<file path="src/rtl/kgp_alu_pkg.sv">
// Shared types for the multi-cycle ALU: opcodes, FSM states and flag bit positions.
package kgp_alu_pkg;

    typedef enum logic [3:0] {
        OP_ADD  = 4'h0,
        OP_SUB  = 4'h1,
        OP_MUL  = 4'h2,
        OP_DIV  = 4'h3,
        OP_AND  = 4'h4,
        OP_OR   = 4'h5,
        OP_XOR  = 4'h6,
        OP_NOT  = 4'h7,
        OP_PASA = 4'h8,
        OP_PASB = 4'h9,
        OP_SHL  = 4'hA,
        OP_SHR  = 4'hB,
        OP_SAR  = 4'hC,
        OP_ADD4 = 4'hD,
        OP_SUB4 = 4'hE,
        OP_POP  = 4'hF
    } op_e;

    typedef enum logic [1:0] {
        ST_IDLE = 2'd0,
        ST_BUSY = 2'd1,
        ST_DONE = 2'd2
    } state_e;

    localparam int FLAG_CARRY = 0;
    localparam int FLAG_ZERO  = 1;
    localparam int FLAG_NEG   = 2;
    localparam int FLAG_OVF   = 3;
    localparam int FLAG_DIVZ  = 4;

endpackage

</file>
<file path="src/rtl/kgp_alu_iter.sv">
// Iterative unsigned shift-add multiplier / restoring divider, one bit per cycle.
// WIDTH steps after start; done is asserted during the final step with its result on the outputs.
module kgp_alu_iter #(
    parameter int WIDTH = 8
) (
    input  logic             clk,
    input  logic             rst,
    input  logic             start,
    input  logic             mode,
    input  logic [WIDTH-1:0] a,
    input  logic [WIDTH-1:0] b,
    output logic             done,
    output logic [WIDTH-1:0] result,
    output logic             hi_nonzero
);
    import kgp_alu_pkg::*;

    localparam int CW = $clog2(WIDTH) + 1;
    localparam logic [CW-1:0] LAST = CW'(WIDTH - 1);

    logic             active;
    logic             mode_q;
    logic [CW-1:0]    cnt;
    logic [WIDTH-1:0] opnd;
    // Upper half: accumulator (MUL) or remainder (DIV); lower half: multiplier or dividend/quotient.
    logic [2*WIDTH-1:0] p;
    logic [2*WIDTH-1:0] p_n;
    logic [2*WIDTH-1:0] mul_n;
    logic [2*WIDTH-1:0] div_n;
    logic [WIDTH:0]     sum;
    logic [WIDTH:0]     r_sh;
    logic [WIDTH:0]     diff;
    logic               fits;

    always_comb begin
        sum   = {1'b0, p[2*WIDTH-1:WIDTH]} + (p[0] ? {1'b0, opnd} : '0);
        mul_n = {sum, p[WIDTH-1:1]};
        r_sh  = {p[2*WIDTH-1:WIDTH], p[WIDTH-1]};
        diff  = r_sh - {1'b0, opnd};
        fits  = ~diff[WIDTH];
        div_n = {(fits ? diff[WIDTH-1:0] : r_sh[WIDTH-1:0]), p[WIDTH-2:0], fits};
        p_n   = mode_q ? div_n : mul_n;
    end

    assign done       = active && (cnt == LAST);
    assign result     = p_n[WIDTH-1:0];
    assign hi_nonzero = |p_n[2*WIDTH-1:WIDTH];

    always_ff @(posedge clk) begin
        if (rst) begin
            active <= 1'b0;
            mode_q <= 1'b0;
            cnt    <= '0;
            opnd   <= '0;
            p      <= '0;
        end else if (start) begin
            active <= 1'b1;
            mode_q <= mode;
            cnt    <= '0;
            opnd   <= mode ? b : a;
            p      <= {{WIDTH{1'b0}}, (mode ? a : b)};
        end else if (active) begin
            p   <= p_n;
            cnt <= cnt + 1'b1;
            if (done) begin
                active <= 1'b0;
            end
        end
    end

endmodule

</file>
<file path="src/rtl/kgp_alu_mc.sv">
// Multi-cycle ALU: single-cycle ops answer one cycle after accept, MUL/DIV after WIDTH+1.
// One request in flight; result and flags are held in DONE until out_ready.
module kgp_alu_mc #(
    parameter int WIDTH = 8,
    parameter int SHW   = $clog2(WIDTH)
) (
    input  logic             clk,
    input  logic             rst,
    input  logic             in_valid,
    output logic             in_ready,
    input  logic [3:0]       op,
    input  logic [WIDTH-1:0] a,
    input  logic [WIDTH-1:0] b,
    output logic             out_valid,
    input  logic             out_ready,
    output logic [WIDTH-1:0] z,
    output logic [4:0]       flags
);
    import kgp_alu_pkg::*;

    localparam logic [WIDTH-1:0] FOUR = WIDTH'(4);

    state_e           state, state_n;
    logic             start;
    logic             load_alu;
    logic             load_iter;
    logic             is_mul_q;
    logic             iter_done;
    logic [WIDTH-1:0] iter_result;
    logic             iter_hi;

    logic [WIDTH-1:0] alu_z;
    logic [4:0]       alu_flags;
    logic             alu_c;
    logic             alu_v;
    logic             alu_dz;
    logic [WIDTH-1:0] rhs;
    logic [WIDTH:0]   ext;
    logic [SHW:0]     pop;
    logic [SHW-1:0]   sh;

    kgp_alu_iter #(.WIDTH(WIDTH)) u_iter (
        .clk        (clk),
        .rst        (rst),
        .start      (start),
        .mode       (op == OP_DIV),
        .a          (a),
        .b          (b),
        .done       (iter_done),
        .result     (iter_result),
        .hi_nonzero (iter_hi)
    );

    // Single-cycle datapath evaluated on the live request inputs.
    always_comb begin
        alu_z  = '0;
        alu_c  = 1'b0;
        alu_v  = 1'b0;
        alu_dz = 1'b0;
        sh     = b[SHW-1:0];
        rhs    = (op == OP_ADD || op == OP_SUB) ? b : FOUR;
        ext    = '0;
        pop    = '0;
        for (int i = 0; i < WIDTH; i++) begin
            pop = pop + {{SHW{1'b0}}, a[i]};
        end
        case (op_e'(op))
            OP_ADD, OP_ADD4: begin
                ext   = {1'b0, a} + {1'b0, rhs};
                alu_z = ext[WIDTH-1:0];
                alu_c = ext[WIDTH];
                alu_v = (a[WIDTH-1] == rhs[WIDTH-1]) && (alu_z[WIDTH-1] != a[WIDTH-1]);
            end
            OP_SUB, OP_SUB4: begin
                ext   = {1'b0, a} - {1'b0, rhs};
                alu_z = ext[WIDTH-1:0];
                alu_c = ext[WIDTH];
                alu_v = (a[WIDTH-1] != rhs[WIDTH-1]) && (alu_z[WIDTH-1] != a[WIDTH-1]);
            end
            OP_DIV: begin
                alu_z  = '1;
                alu_dz = 1'b1;
            end
            OP_AND:  alu_z = a & b;
            OP_OR:   alu_z = a | b;
            OP_XOR:  alu_z = a ^ b;
            OP_NOT:  alu_z = ~a;
            OP_PASA: alu_z = a;
            OP_PASB: alu_z = b;
            OP_SHL:  alu_z = a << sh;
            OP_SHR:  alu_z = a >> sh;
            OP_SAR:  alu_z = $unsigned($signed(a) >>> sh);
            OP_POP:  alu_z = {{(WIDTH-SHW-1){1'b0}}, pop};
            default: alu_z = '0;
        endcase
        alu_flags             = '0;
        alu_flags[FLAG_CARRY] = alu_c;
        alu_flags[FLAG_ZERO]  = (alu_z == '0);
        alu_flags[FLAG_NEG]   = alu_z[WIDTH-1];
        alu_flags[FLAG_OVF]   = alu_v;
        alu_flags[FLAG_DIVZ]  = alu_dz;
    end

    always_comb begin
        state_n   = state;
        start     = 1'b0;
        load_alu  = 1'b0;
        load_iter = 1'b0;
        in_ready  = 1'b0;
        out_valid = 1'b0;
        case (state)
            ST_IDLE: begin
                in_ready = 1'b1;
                if (in_valid) begin
                    if (op == OP_MUL || (op == OP_DIV && b != '0)) begin
                        start   = 1'b1;
                        state_n = ST_BUSY;
                    end else begin
                        load_alu = 1'b1;
                        state_n  = ST_DONE;
                    end
                end
            end
            ST_BUSY: begin
                if (iter_done) begin
                    load_iter = 1'b1;
                    state_n   = ST_DONE;
                end
            end
            ST_DONE: begin
                out_valid = 1'b1;
                if (out_ready) begin
                    state_n = ST_IDLE;
                end
            end
            default: state_n = ST_IDLE;
        endcase
    end

    always_ff @(posedge clk) begin
        if (rst) begin
            state    <= ST_IDLE;
            z        <= '0;
            flags    <= '0;
            is_mul_q <= 1'b0;
        end else begin
            state <= state_n;
            if (start) begin
                is_mul_q <= (op == OP_MUL);
            end
            if (load_alu) begin
                z     <= alu_z;
                flags <= alu_flags;
            end else if (load_iter) begin
                z                  <= iter_result;
                flags              <= '0;
                flags[FLAG_CARRY]  <= is_mul_q && iter_hi;
                flags[FLAG_ZERO]   <= (iter_result == '0);
                flags[FLAG_NEG]    <= iter_result[WIDTH-1];
            end
        end
    end

endmodule

</file>
<file path="config.mk">
export PLATFORM = sky130hd
export DESIGN_NAME = kgp_alu_mc
export DESIGN_NICKNAME = d
export VERILOG_FILES = /design/src/rtl/kgp_alu_pkg.sv /design/src/rtl/kgp_alu_iter.sv /design/src/rtl/kgp_alu_mc.sv
export SDC_FILE = /design/constraint.sdc
export NUM_CORES = 1
export LEC_CHECK = 0
export CORE_ASPECT_RATIO = 0.7
export CORE_UTILIZATION = 45
export CTS_BUF_LIST = sky130_fd_sc_hd__clkbuf_8
export CTS_CLUSTER_DIAMETER = 100
export CTS_CLUSTER_SIZE = 16
export DETAILED_ROUTE_END_ITERATION = 7
export HOLD_SLACK_MARGIN = 0.03
export MAX_ROUTING_LAYER = met4
export PLACE_DENSITY = 0.73
export SYNTH_ARGS = -nofsm -noshare
export SYNTH_HDL_FRONTEND = slang
export SYNTH_SLANG_ARGS = --single-unit
</file>
<file path="constraint.sdc">
create_clock -name clk -period 14.63 [get_ports clk]
set_clock_uncertainty 0.05 [all_clocks]
set_input_delay 2.926 -clock clk [delete_from_list [all_inputs] [get_ports clk]]
set_output_delay 2.926 -clock clk [all_outputs]
set_load 0.02 [all_outputs]
</file>
After elaboration in Yosys (flattened, before gate mapping):

Index checks and enable logic that the tools add are counted.

* add/sub/neg operators: 12
* equality and inequality tests: 25
* shift operators: 3
* muxes and demuxes: 34
* bitwise logic cells: 5
* reductions and logical operators: 19

Operators with widths (count)
* 8-bit case mux with 13 select lines: 1
* 8-bit two-way mux: 9
* 4-bit equality test, second input constant: 8
* 4-bit by 3-bit equality test with 1-bit output, second input constant: 5
* 8-bit by 8-bit adder with 9-bit output: 2
* 4-bit by 1-bit adder with 4-bit output: 4
* 8-bit zero test: 2
* 16-bit two-way mux: 1
* 1-bit two-way mux: 14
* 5-bit two-way mux: 2
* 8-bit by 8-bit subtractor with 9-bit output: 1
* 9-bit by 8-bit subtractor with 9-bit output: 1
* 8-bit AND: 1
* 4-bit by 2-bit equality test with 1-bit output, second input constant: 2
* 2-bit two-way mux: 4
* 8-bit NOT: 1
* 8-bit bitwise OR: 1
* 8-bit nonzero test: 1
* 8-bit OR reduction: 1
* 8-bit by 3-bit left shift with 8-bit output: 1
* 8-bit by 3-bit >> shifter with 8-bit output: 1
* 8-bit by 3-bit >>> shifter with 8-bit output: 1
* 8-bit bitwise XOR: 1
* 2-bit != test, second input constant: 3
* other kinds (19): 30

* register bits: 46
* input port bits: 24
* logic and storage cells: 108

Longest topological paths before layout:

Gate-level depths: netlist (run 1).

* depth in word-level cells: 10
* mapped depth: 16

Cells and area by module:

From an unflattened synthesis (run 1), not the netlist that was laid out.

* cells, all modules: 737
* area total of the unflattened synthesis: 5657.9 um^2

Modules (own cells, without submodules)
* kgp_alu_mc: instances 1, cells an instance 440, area each 3198.1 um^2, seq. area each 300.3 um^2
* kgp_alu_iter: instances 1, cells an instance 297, area each 2459.9 um^2, seq. area each 600.6 um^2

Worst setup path before layout (run 1):

No wires, ideal clock.

* path type: input to register
* start: in a[3]
* end: reg flags[1]
* setup time: 58 ps
* arrival: 6708 ps
* data required time: 14522 ps
* slack: 7814 ps
* stages on the path: 15
* buffers on the path: 1
* cells stage by stage: clkbuf_1 -> inv_1 -> fa_1 -> fa_1 -> fa_1 -> inv_1 -> ha_1 -> fa_1 -> and4_1 -> o21ai_0 -> o221a_2 -> nand4_1 -> or4_1 -> nor4_1 -> o21a_1

* cells in the longest elaborated chain, start to end: 8

RTL lines
* start, declared: RTL line kgp_alu_mc.sv:12 `input logic [WIDTH-1:0] a,`
* 3-bit by 1-bit adder with 4-bit output: RTL line kgp_alu_mc.sv:65 `pop = pop + {{SHW{1'b0}}, a[i]};`
* 4-bit by 1-bit adder with 4-bit output (4 in a row): RTL line kgp_alu_mc.sv:65
* 8-bit case mux with 13 select lines *: RTL line kgp_alu_mc.sv:67 `case (op_e'(op))`
* 8-bit zero test *: RTL line kgp_alu_mc.sv:98 `alu_flags[FLAG_ZERO] = (alu_z == '0);`
* 5-bit two-way mux *: RTL line kgp_alu_mc.sv:151 `if (load_alu) begin`
* end signal, assigned: RTL line kgp_alu_mc.sv:153 `flags <= alu_flags;`
* end signal, assigned by index: RTL line kgp_alu_mc.sv:157 `flags[FLAG_CARRY] <= is_mul_q && iter_hi;`
* end signal, assigned by index: RTL line kgp_alu_mc.sv:158 `flags[FLAG_ZERO] <= (iter_result == '0);`
* end, declared: RTL line kgp_alu_mc.sv:17 `output logic [4:0] flags`

Every way passes the cells marked *; elsewhere a longest branch is shown, timed or not.
A chain may end at the register's enable or synchronous reset.

Worst setup path after layout (run 1):

* start: in a[1]
* end: reg flags[1]

* cells in the longest elaborated chain, start to end: 10

RTL lines (RTL line)
* 1-bit by 1-bit adder with 2-bit output: kgp_alu_mc.sv:65
* 2-bit by 1-bit adder with 3-bit output: kgp_alu_mc.sv:65
* 3-bit by 1-bit adder with 4-bit output: kgp_alu_mc.sv:65
* 4-bit by 1-bit adder with 4-bit output (4 in a row): kgp_alu_mc.sv:65
* 8-bit case mux with 13 select lines *: kgp_alu_mc.sv:67
* 8-bit zero test *: kgp_alu_mc.sv:98
* 5-bit two-way mux *: kgp_alu_mc.sv:151

Marked as above.

==> results.toml, run 1 <==
[min_path]
hold_end = "state[0]$_SDFFE_PP0P_"
hp-class = "reg2reg"
min_path_cells = 1
worstHoldStart = "state[1]$_SDFFE_PP0P_"

[synthesis]
synth_area_per_cell_um2 = 7.55
synthFlopType = "dfxtp_1"
yosysTopAreaCell = "dfxtp_1"
synth_top_cell_area_share = 0.161
syn_inst = 741
ys_types = 77
netlist_area_um2 = 5590
synthArstFlopShare = 0
synth-seq-area-share = 0.161
syn-num-nets = 827
synth_edf_count = 0
synth-seq-cells = 45
synthTopCellsByArea = "dfxtp_1 16%, ha_1 12%, nor2_1 6.2%"
synth_warnings = 0

[placement]
routabilityCongestion = 0.981
dp_hpwl_um = 13700
port_buffers = 38
dp.cells = 894

[power_and_ir_drop]
combPwrFrac = 0.406
p_clk_frac = 0.250
report.power.total_uw = 389
p_int_uw = 241
power_density_nw_per_um2 = 63.8
p_sw_uw = 148
p_leak_uw = 0.00239
ir_worst_vdd_v = 0.0000397
swShare = 0.380
sequentialPowerShare = 0.343

[cts]
postCtsSetupBuffers = 0
cts.path.max_buffers = 2
ctsRootBufferMaster = "clkbuf_8"
cts_max_level = 2
clk_pin_slew_ns = 0.09
cts-buffers-inserted = 5
cts_tree = "yes"
cts_resized = 0
clk_latency_ns = 0.31
cts_sinks = 45
postCtsHoldBufs = 0

[critical_path]
rr_endpoint = "flags[0]$_SDFFE_PP0P_"
critPathRequiredTime_ns = 14.84
cp-end-kind = "register"
crit_top_cell = "fa_1"
crit_path_start_kind = "input pin"
reg2reg_depth = 12
crit_family = "adder cells"
crit_type = "in2reg"
startpoint = "a[1]"
r2r_start = "u_iter.p[7]$_SDFFE_PP0P_"
reg2reg_setup_slack_ns = 11.20
cp_slowest_cell = "clkdlybuf4s50_1"
critical_path.max_stage_delay_ns = 0.82
worst-path-buf-inv = 3
arrival_ns = 7.81
crit_chain = "clkdlybuf4s50_1 -> inv_1 -> fa_1 -> fa_1 -> fa_1 -> inv_1 -> ha_1 -> fa_1 -> xnor2_1 -> nor3_1 -> a31oi_1 -> and4_1 -> o2111ai_1 -> or4_1 -> nor4_1 -> o21a_1"
crit_path_max_fanout = 13

[layout]
fill_cells = 1142
seqCellArea_um2 = 901
finalNetCount = 830
diodes = 0
stdcell_count = 902
final_cell_mix = "92 x nor2_1, 59 x a21oi_1, 54 x ha_1"
final_common_cell = "nor2_1"
areaGrowthSynthToFinish_pct = 9.04
drive_above_1_share = 0.0644
multi_input_area_um2 = 4220

[floorplan]
initial_utilization = 0.470
std_cell_rows = 33
die_area_um2 = 12900
ios = 39
die_h_um = 95.3
fp.coreArea_um2 = 11900
die_w_um = 135

[route]
dr.pass1.iters = 5
detail_route.wl_per_cell_um = 20.6
via_per_inst = 6.45
vias = 5817
drt-initial-drc-count = 706
routed_wl_um = 18600
ant_nets = 0
drc = 0

[sta]
fmax_mhz = 132
finalMaxSlewViolations = 0
period_minus_slack_ns = 7.60
setup_violations = 0
hold-worst-slack_ns = 0.427
slew_headroom = 0.191
rsz0062_at_grt = "no"
finalHoldViolCount = 0
min_period_over_period = 0.519
worst_pin_slew_ns = 1.20
tns_ns = 0

[global_route]
grt_max_degree = 43
antenna_found_initial = 0
grt_pass1_wl_um = 28600
met2_usage = 0.425
grtUsageTotal = 0.298
grt_pass1_vias = 5181
busiest_layer = "met1"
met1_usage = 0.429
use_met3 = 0.0627
grt_overflow_total = 0

[status]
status = "finished clean"

[flow_run]
cap_violations = 0
[layout make-up]
| class | instances | area share |
|---|---|---|
| well taps | 157 | 0.0322 |
| clock inverters | 3 | 0.00697 |
| flip-flops and latches | 45 | 0.148 |
| repair buffers | 52 | 0.0796 |
| clock buffers | 5 | 0.0113 |
| inverters | 49 | 0.0302 |
| multi-input cells | 591 | 0.692 |
[power by group through the flow]
stage / clock, uW / sequential, uW / combinational, uW
after global routing: 102 / 134 / 170
after CTS: 97.5 / 133 / 154
after floorplan: 0 / 137 / 104
after detailed placement: 0 / 136 / 153
after global placement: 0 / 136 / 151
final: 97.4 / 134 / 158
[worst reg2reg max path: stages, from the launching register on]
cell	delay, ns
dfxtp_1	0.34
inv_1	0.14
ha_1	0.20
inv_1	0.07
fa_1	0.46
a211oi_1	0.45
o21ai_0	0.17
o21ai_0	0.16
xnor2_2	0.34
mux2_2	0.42
mux2i_1	0.24
and3b_1	0.20
a31oi_1	0.08
[worst max-delay path by stage]
stage	to	depth (start not counted)	slack, ns
after floorplan	flags[1]$_SDFFE_PP0P_	15	7.81
after detailed placement	flags[1]$_SDFFE_PP0P_	15	6.74
after CTS	flags[1]$_SDFFE_PP0P_	16	7.07
final	flags[1]$_SDFFE_PP0P_	16	7.03
after global placement	flags[1]$_SDFFE_PP0P_	16	6.86
after global routing	flags[1]$_SDFFE_PP0P_	16	6.80
[routing by layer]
metal	vias to the layer above	share of wire
li1	2699	-
met1	2734	0.47
met2	350	0.41
met3	34	0.11
met4	0	0.015
met5	-	0
[Yosys cell counts (10+ instances only)]
master	count
o21ai_0	49
a211oi_1	10
buf_2	13
a311oi_1	17
clkbuf_1	30
nor2_1	92
nand3_1	11
ha_1	54
nor3_1	18
inv_1	47
mux2i_1	32
a21oi_1	59
dfxtp_1	45
nor2b_1	10
nand2b_1	16
nand2_1	48
a221oi_1	10
[flip-flops by register name (all words and copies together), names as in the netlist]
name           flops
u_iter.p          16
u_iter.opnd        8
z                  7
flags              5
u_iter.cnt         4
state              2
is_mul_q           1
u_iter.active      1
u_iter.mode_q      1
[kinds of logic after synthesis]
family	Yosys count	share of synthesized area
flip-flops	45	0.161
AND/OR/NAND/NOR	252	0.226
multiplexers	39	0.0814
AO/OA/AOI/OAI	220	0.267
adder cells (fa/ha/maj)	62	0.149
buffers and inverters	105	0.0854
XOR/XNOR	18	0.0295
[per-stage QoR]
step	cell area, um^2	utilization	worst slack, ns
after detailed placement	5990	0.504	6.74
final	6100	0.513	7.03
after global placement	5990	0.504	6.86
after floorplan	5590	-	7.81
after CTS	6100	0.513	7.07
after global routing	6100	0.513	6.80
Power figures use the tool's default switching activity.
==> run 2: changes to the inputs <==
- PLACE_DENSITY: 0.73 -> 0.75
- clock period: 14.63 -> 6.45 ns (I/O delays scaled with it)
==> results.toml, run 2 (synthesis gave the netlist of run 1 again) <==
[cts]
cts_max_level = 2
cts_sinks = 45
clk_latency_ns = 0.30
cts_resized = 0
cts_tree = "yes"
clk_pin_slew_ns = 0.09
cts.path.max_buffers = 2
postCtsSetupBuffers = 0
cts-buffers-inserted = 5
ctsRootBufferMaster = "clkbuf_8"
postCtsHoldBufs = 0

[sta]
worst_pin_slew_ns = 1.37
slew_headroom = 0.0821
fmax_mhz = 184
finalMaxSlewViolations = 0
tns_ns = 0
rsz0062_at_grt = "no"
setup_slack_ns = 1.01
min_period_over_period = 0.843
period_minus_slack_ns = 5.44
setup_violations = 0
finalHoldViolCount = 0

[power_and_ir_drop]
ir_worst_vdd_v = 0.0000984
report.power.total_uw = 877
p_leak_uw = 0.00244
power_density_nw_per_um2 = 142

[layout]
final_cell_mix = "92 x nor2_1, 59 x a21oi_1, 54 x ha_1"
fill_cells = 1157
diodes = 0
final_common_cell = "nor2_1"
reg_top3 = "u_iter.p: 16 flops, u_iter.opnd: 8 flops, z: 7 flops"
top_register = "u_iter.p"
areaGrowthSynthToFinish_pct = 10.2
drive_above_1_share = 0.0756
largest_reg_flops = 16
finalNetCount = 839
stdcell_count = 911

[route]
detail_route.wl_per_cell_um = 20.4
vias = 5868
dr.pass1.iters = 5
ant_nets = 0
drt-initial-drc-count = 722
routed_wl_um = 18500
via_per_inst = 6.44
drc = 0

[critical_path]
r2r_start = "u_iter.p[7]$_SDFFE_PP0P_"
startpoint = "a[0]"
arrival_ns = 5.64
crit_path_max_fanout = 6
crit_path_start_kind = "input pin"
critPathRequiredTime_ns = 6.66
cp-end-kind = "register"
crit_type = "in2reg"

[placement]
dp_hpwl_um = 13900
port_buffers = 38
routabilityCongestion = 1.06
dp.cells = 903
pre_cts_ws_ns = 0.766

[min_path]
hp-class = "reg2reg"
worstHoldStart = "z[1]$_SDFFE_PP0P_"

[floorplan]
fp.coreArea_um2 = 11900
die_w_um = 135
ios = 39
die_h_um = 95.3
die_area_um2 = 12900
std_cell_rows = 33
initial_utilization = 0.470

[flow_run]
cap_violations = 0

[global_route]
grt_pass1_wl_um = 29500
antenna_found_initial = 0
grt_pass1_vias = 5470
grt_overflow_total = 0
grtUsageTotal = 0.304
grt_max_degree = 39

[status]
status = "finished clean"
## run 2: cell count changes in the layout (fill, tap and decap cells not counted)
| cell | before | now |
|---|---|---|
| buf_4 | 14 | 23 |
## run 2: per-layer routing
| metal | up-vias | GRT usage | wire length [um] |
|---|---|---|---|
| met5 | - | - | 0 |
| met4 | 0 | 0.0581 | 254 |
| met3 | 25 | 0.0994 | 2280 |
| met2 | 341 | 0.431 | 7610 |
| met1 | 2786 | 0.419 | 8390 |
| li1 | 2716 | - | - |
## run 2: path summary, 6_finish.rpt
path	to	slack (ns)	cells past startpoint
max	flags[1]$_SDFFE_PP0P_	1.01	16
min	z[1]$_SDFFE_PP0P_	0.41	2
min reg2reg	z[1]$_SDFFE_PP0P_	0.41	2
max reg2reg	flags[0]$_SDFFE_PP0P_	2.99	12
## run 2: report_power, final
group / leakage [uW] / internal (uW) / switching [uW] / total, uW
Combinational: 0.00201 / 144 / 216 / 360
Clock: 0.0000595 / 115 / 101 / 215
Sequential: 0.000366 / 290 / 11.8 / 302
Total: 0.00244 / 549 / 328 / 877
## run 2: through the flow
step | hold WS [ns] | util | area (um^2)
6_report | 0.414 | 0.519 | 6170
5_1_grt | 0.457 | 0.519 | 6170
4_1_cts | 0.420 | 0.519 | 6170
3_5_place_dp | 0.407 | 0.509 | 6060
3_3_place_gp | 0.394 | 0.509 | 6060
2_1_floorplan | 0.383 | - | 5590
## run 2: area by class of cell
| type | count | area, um^2 | share of cell area |
|---|---|---|---|
| inverter | 49 | 184 | 0.0298 |
| multi-input combinational | 591 | 4220 | 0.685 |
| timing repair buffer | 61 | 553 | 0.0897 |
| sequential | 45 | 901 | 0.146 |
| tap | 157 | 196 | 0.0319 |
| clock inverter | 3 | 42.5 | 0.00690 |
| clock buffer | 5 | 68.8 | 0.0112 |
## run 2: worst max-delay path, stage by stage
cell and delay, ns:
clkdlybuf4s50_1 0.48, inv_1 0.14, fa_1 0.58, fa_1 0.43
fa_1 0.49, inv_1 0.04, ha_1 0.20, fa_1 0.38
xnor2_1 0.17, nor3_1 0.07, a31oi_1 0.16, and4_1 0.25
o2111ai_1 0.10, or4_1 0.48, nor4_1 0.26, o21a_1 0.14
==> run 3: changes to the inputs <==
- PLACE_DENSITY: 0.75 -> 0.73
- clock period: 6.45 -> 5.3 ns (I/O delays scaled with it)
==> results.toml, run 3 (synthesis gave the netlist of run 1 again) <==
[route]
routed_wl_um = 18700
dr.pass1.iters = 5
via_per_inst = 6.38
detail_route.wl_per_cell_um = 20.3
ant_nets = 0
drc = 0
drt-initial-drc-count = 793
vias = 5890

[global_route]
use_met3 = 0.0723
antenna_found_initial = 0
grtUsageTotal = 0.305
met1_usage = 0.443
met2_usage = 0.421
grt_overflow_total = 0
grt_pass1_wl_um = 29200
busiest_layer = "met1"
grt_pass1_vias = 5208
grt_max_degree = 39

[sta]
worst_pin_slew_ns = 1.01
min_period_over_period = 0.974
setup_violations = 0
finalHoldViolCount = 0
period_minus_slack_ns = 5.16
tns_ns = 0
fmax_mhz = 194
finalMaxSlewViolations = 0
slew_headroom = 0.326
rsz0062_at_grt = "no"

[critical_path]
startpoint = "a[0]"
cp-end-kind = "register"
crit_path_max_fanout = 2
critPathRequiredTime_ns = 5.52
crit_path_start_kind = "input pin"
arrival_ns = 5.38
crit_type = "in2reg"
r2r_start = "u_iter.p[7]$_SDFFE_PP0P_"

[flow_run]
cap_violations = 0

[power_and_ir_drop]
power_density_nw_per_um2 = 166
report.power.total_uw = 1030
ir_worst_vdd_v = 0.000102
p_leak_uw = 0.00248

[placement]
dp_hpwl_um = 14100
routabilityCongestion = 0.976
port_buffers = 38
dp.cells = 915

[floorplan]
die_h_um = 95.3
initial_utilization = 0.470
die_area_um2 = 12900
fp.coreArea_um2 = 11900
std_cell_rows = 33
ios = 39
die_w_um = 135

[layout]
top_register = "u_iter.p"
largest_reg_flops = 16
areaGrowthSynthToFinish_pct = 11.4
seqCellArea_um2 = 901
final_cell_mix = "92 x nor2_1, 59 x a21oi_1, 54 x ha_1"
finalNetCount = 851
diodes = 0
reg_top3 = "u_iter.p: 16 flops, u_iter.opnd: 8 flops, z: 7 flops"
multi_input_area_um2 = 4220
stdcell_count = 923
final_common_cell = "nor2_1"
fill_cells = 1131
drive_above_1_share = 0.0888

[cts]
ctsRootBufferMaster = "clkbuf_8"
cts-buffers-inserted = 5
postCtsSetupBuffers = 0
cts_max_level = 2
clk_latency_ns = 0.31
cts_resized = 0
cts_sinks = 45
cts_tree = "yes"
cts.path.max_buffers = 2
clk_pin_slew_ns = 0.09
postCtsHoldBufs = 0

[min_path]
hp-class = "reg2reg"
worstHoldStart = "state[1]$_SDFFE_PP0P_"

[status]
status = "finished clean"
-- run 3: changes by cell type in the layout (fill, tap and decap cells not counted) --
cell        before  now
inv_1           48   49
bufinv_16        1    0
clkinvlp_4       0    1
buf_4           23   35
clkinv_4         1    0
-- run 3: worst paths after layout --
kind                                              end  slack, ns  depth (start not counted)
worst max register to register  flags[0]$_SDFFE_PP0P_       1.78                         12
worst min register to register  state[0]$_SDFFE_PP0P_       0.42                          1
worst min-delay path            state[0]$_SDFFE_PP0P_       0.42                          1
worst max-delay path            flags[1]$_SDFFE_PP0P_       0.14                         16
-- run 3: layout make-up --
type,instances,share of cell area
multi-input combinational,591,0.678
tap,157,0.0315
timing repair buffer,73,0.103
sequential,45,0.145
clock inverter,3,0.00241
inverter,49,0.0295
clock buffer,5,0.0110
-- run 3: stage by stage --
stage | setup WS, ns | utilization | hold slack [ns] | cell area [um^2]
3_5_place_dp | -0.105 | 0.517 | 0.411 | 6150
4_1_cts | 0.206 | 0.524 | 0.421 | 6230
5_1_grt | 0.0258 | 0.524 | 0.449 | 6230
3_3_place_gp | -0.0767 | 0.517 | 0.393 | 6150
6_report | 0.138 | 0.524 | 0.423 | 6230
2_1_floorplan | 0.350 | - | 0.383 | 5590
-- run 3: power breakdown --
group	total, uW	leakage, uW	internal, uW	switching [uW]
registers	371	0.000366	353	17.4
logic	444	0.00207	183	261
clock network	218	0.0000467	89.8	129
total	1030	0.00248	626	407
-- run 3: worst max-delay path, stage by stage --
cell	delay, ns
clkdlybuf4s50_1	0.48
inv_1	0.07
fa_1	0.58
fa_1	0.44
fa_1	0.50
inv_1	0.05
ha_1	0.20
fa_1	0.39
xnor2_1	0.17
nor3_1	0.06
a31oi_1	0.14
and4_1	0.24
o2111ai_1	0.12
or4_1	0.50
nor4_1	0.26
o21a_1	0.14
-- run 3: layer usage --
layer,part of all wire,vias to the layer above
li1,-,2746
met1,0.46,2778
met2,0.40,328
met3,0.12,38
met4,0.019,0
met5,0,-
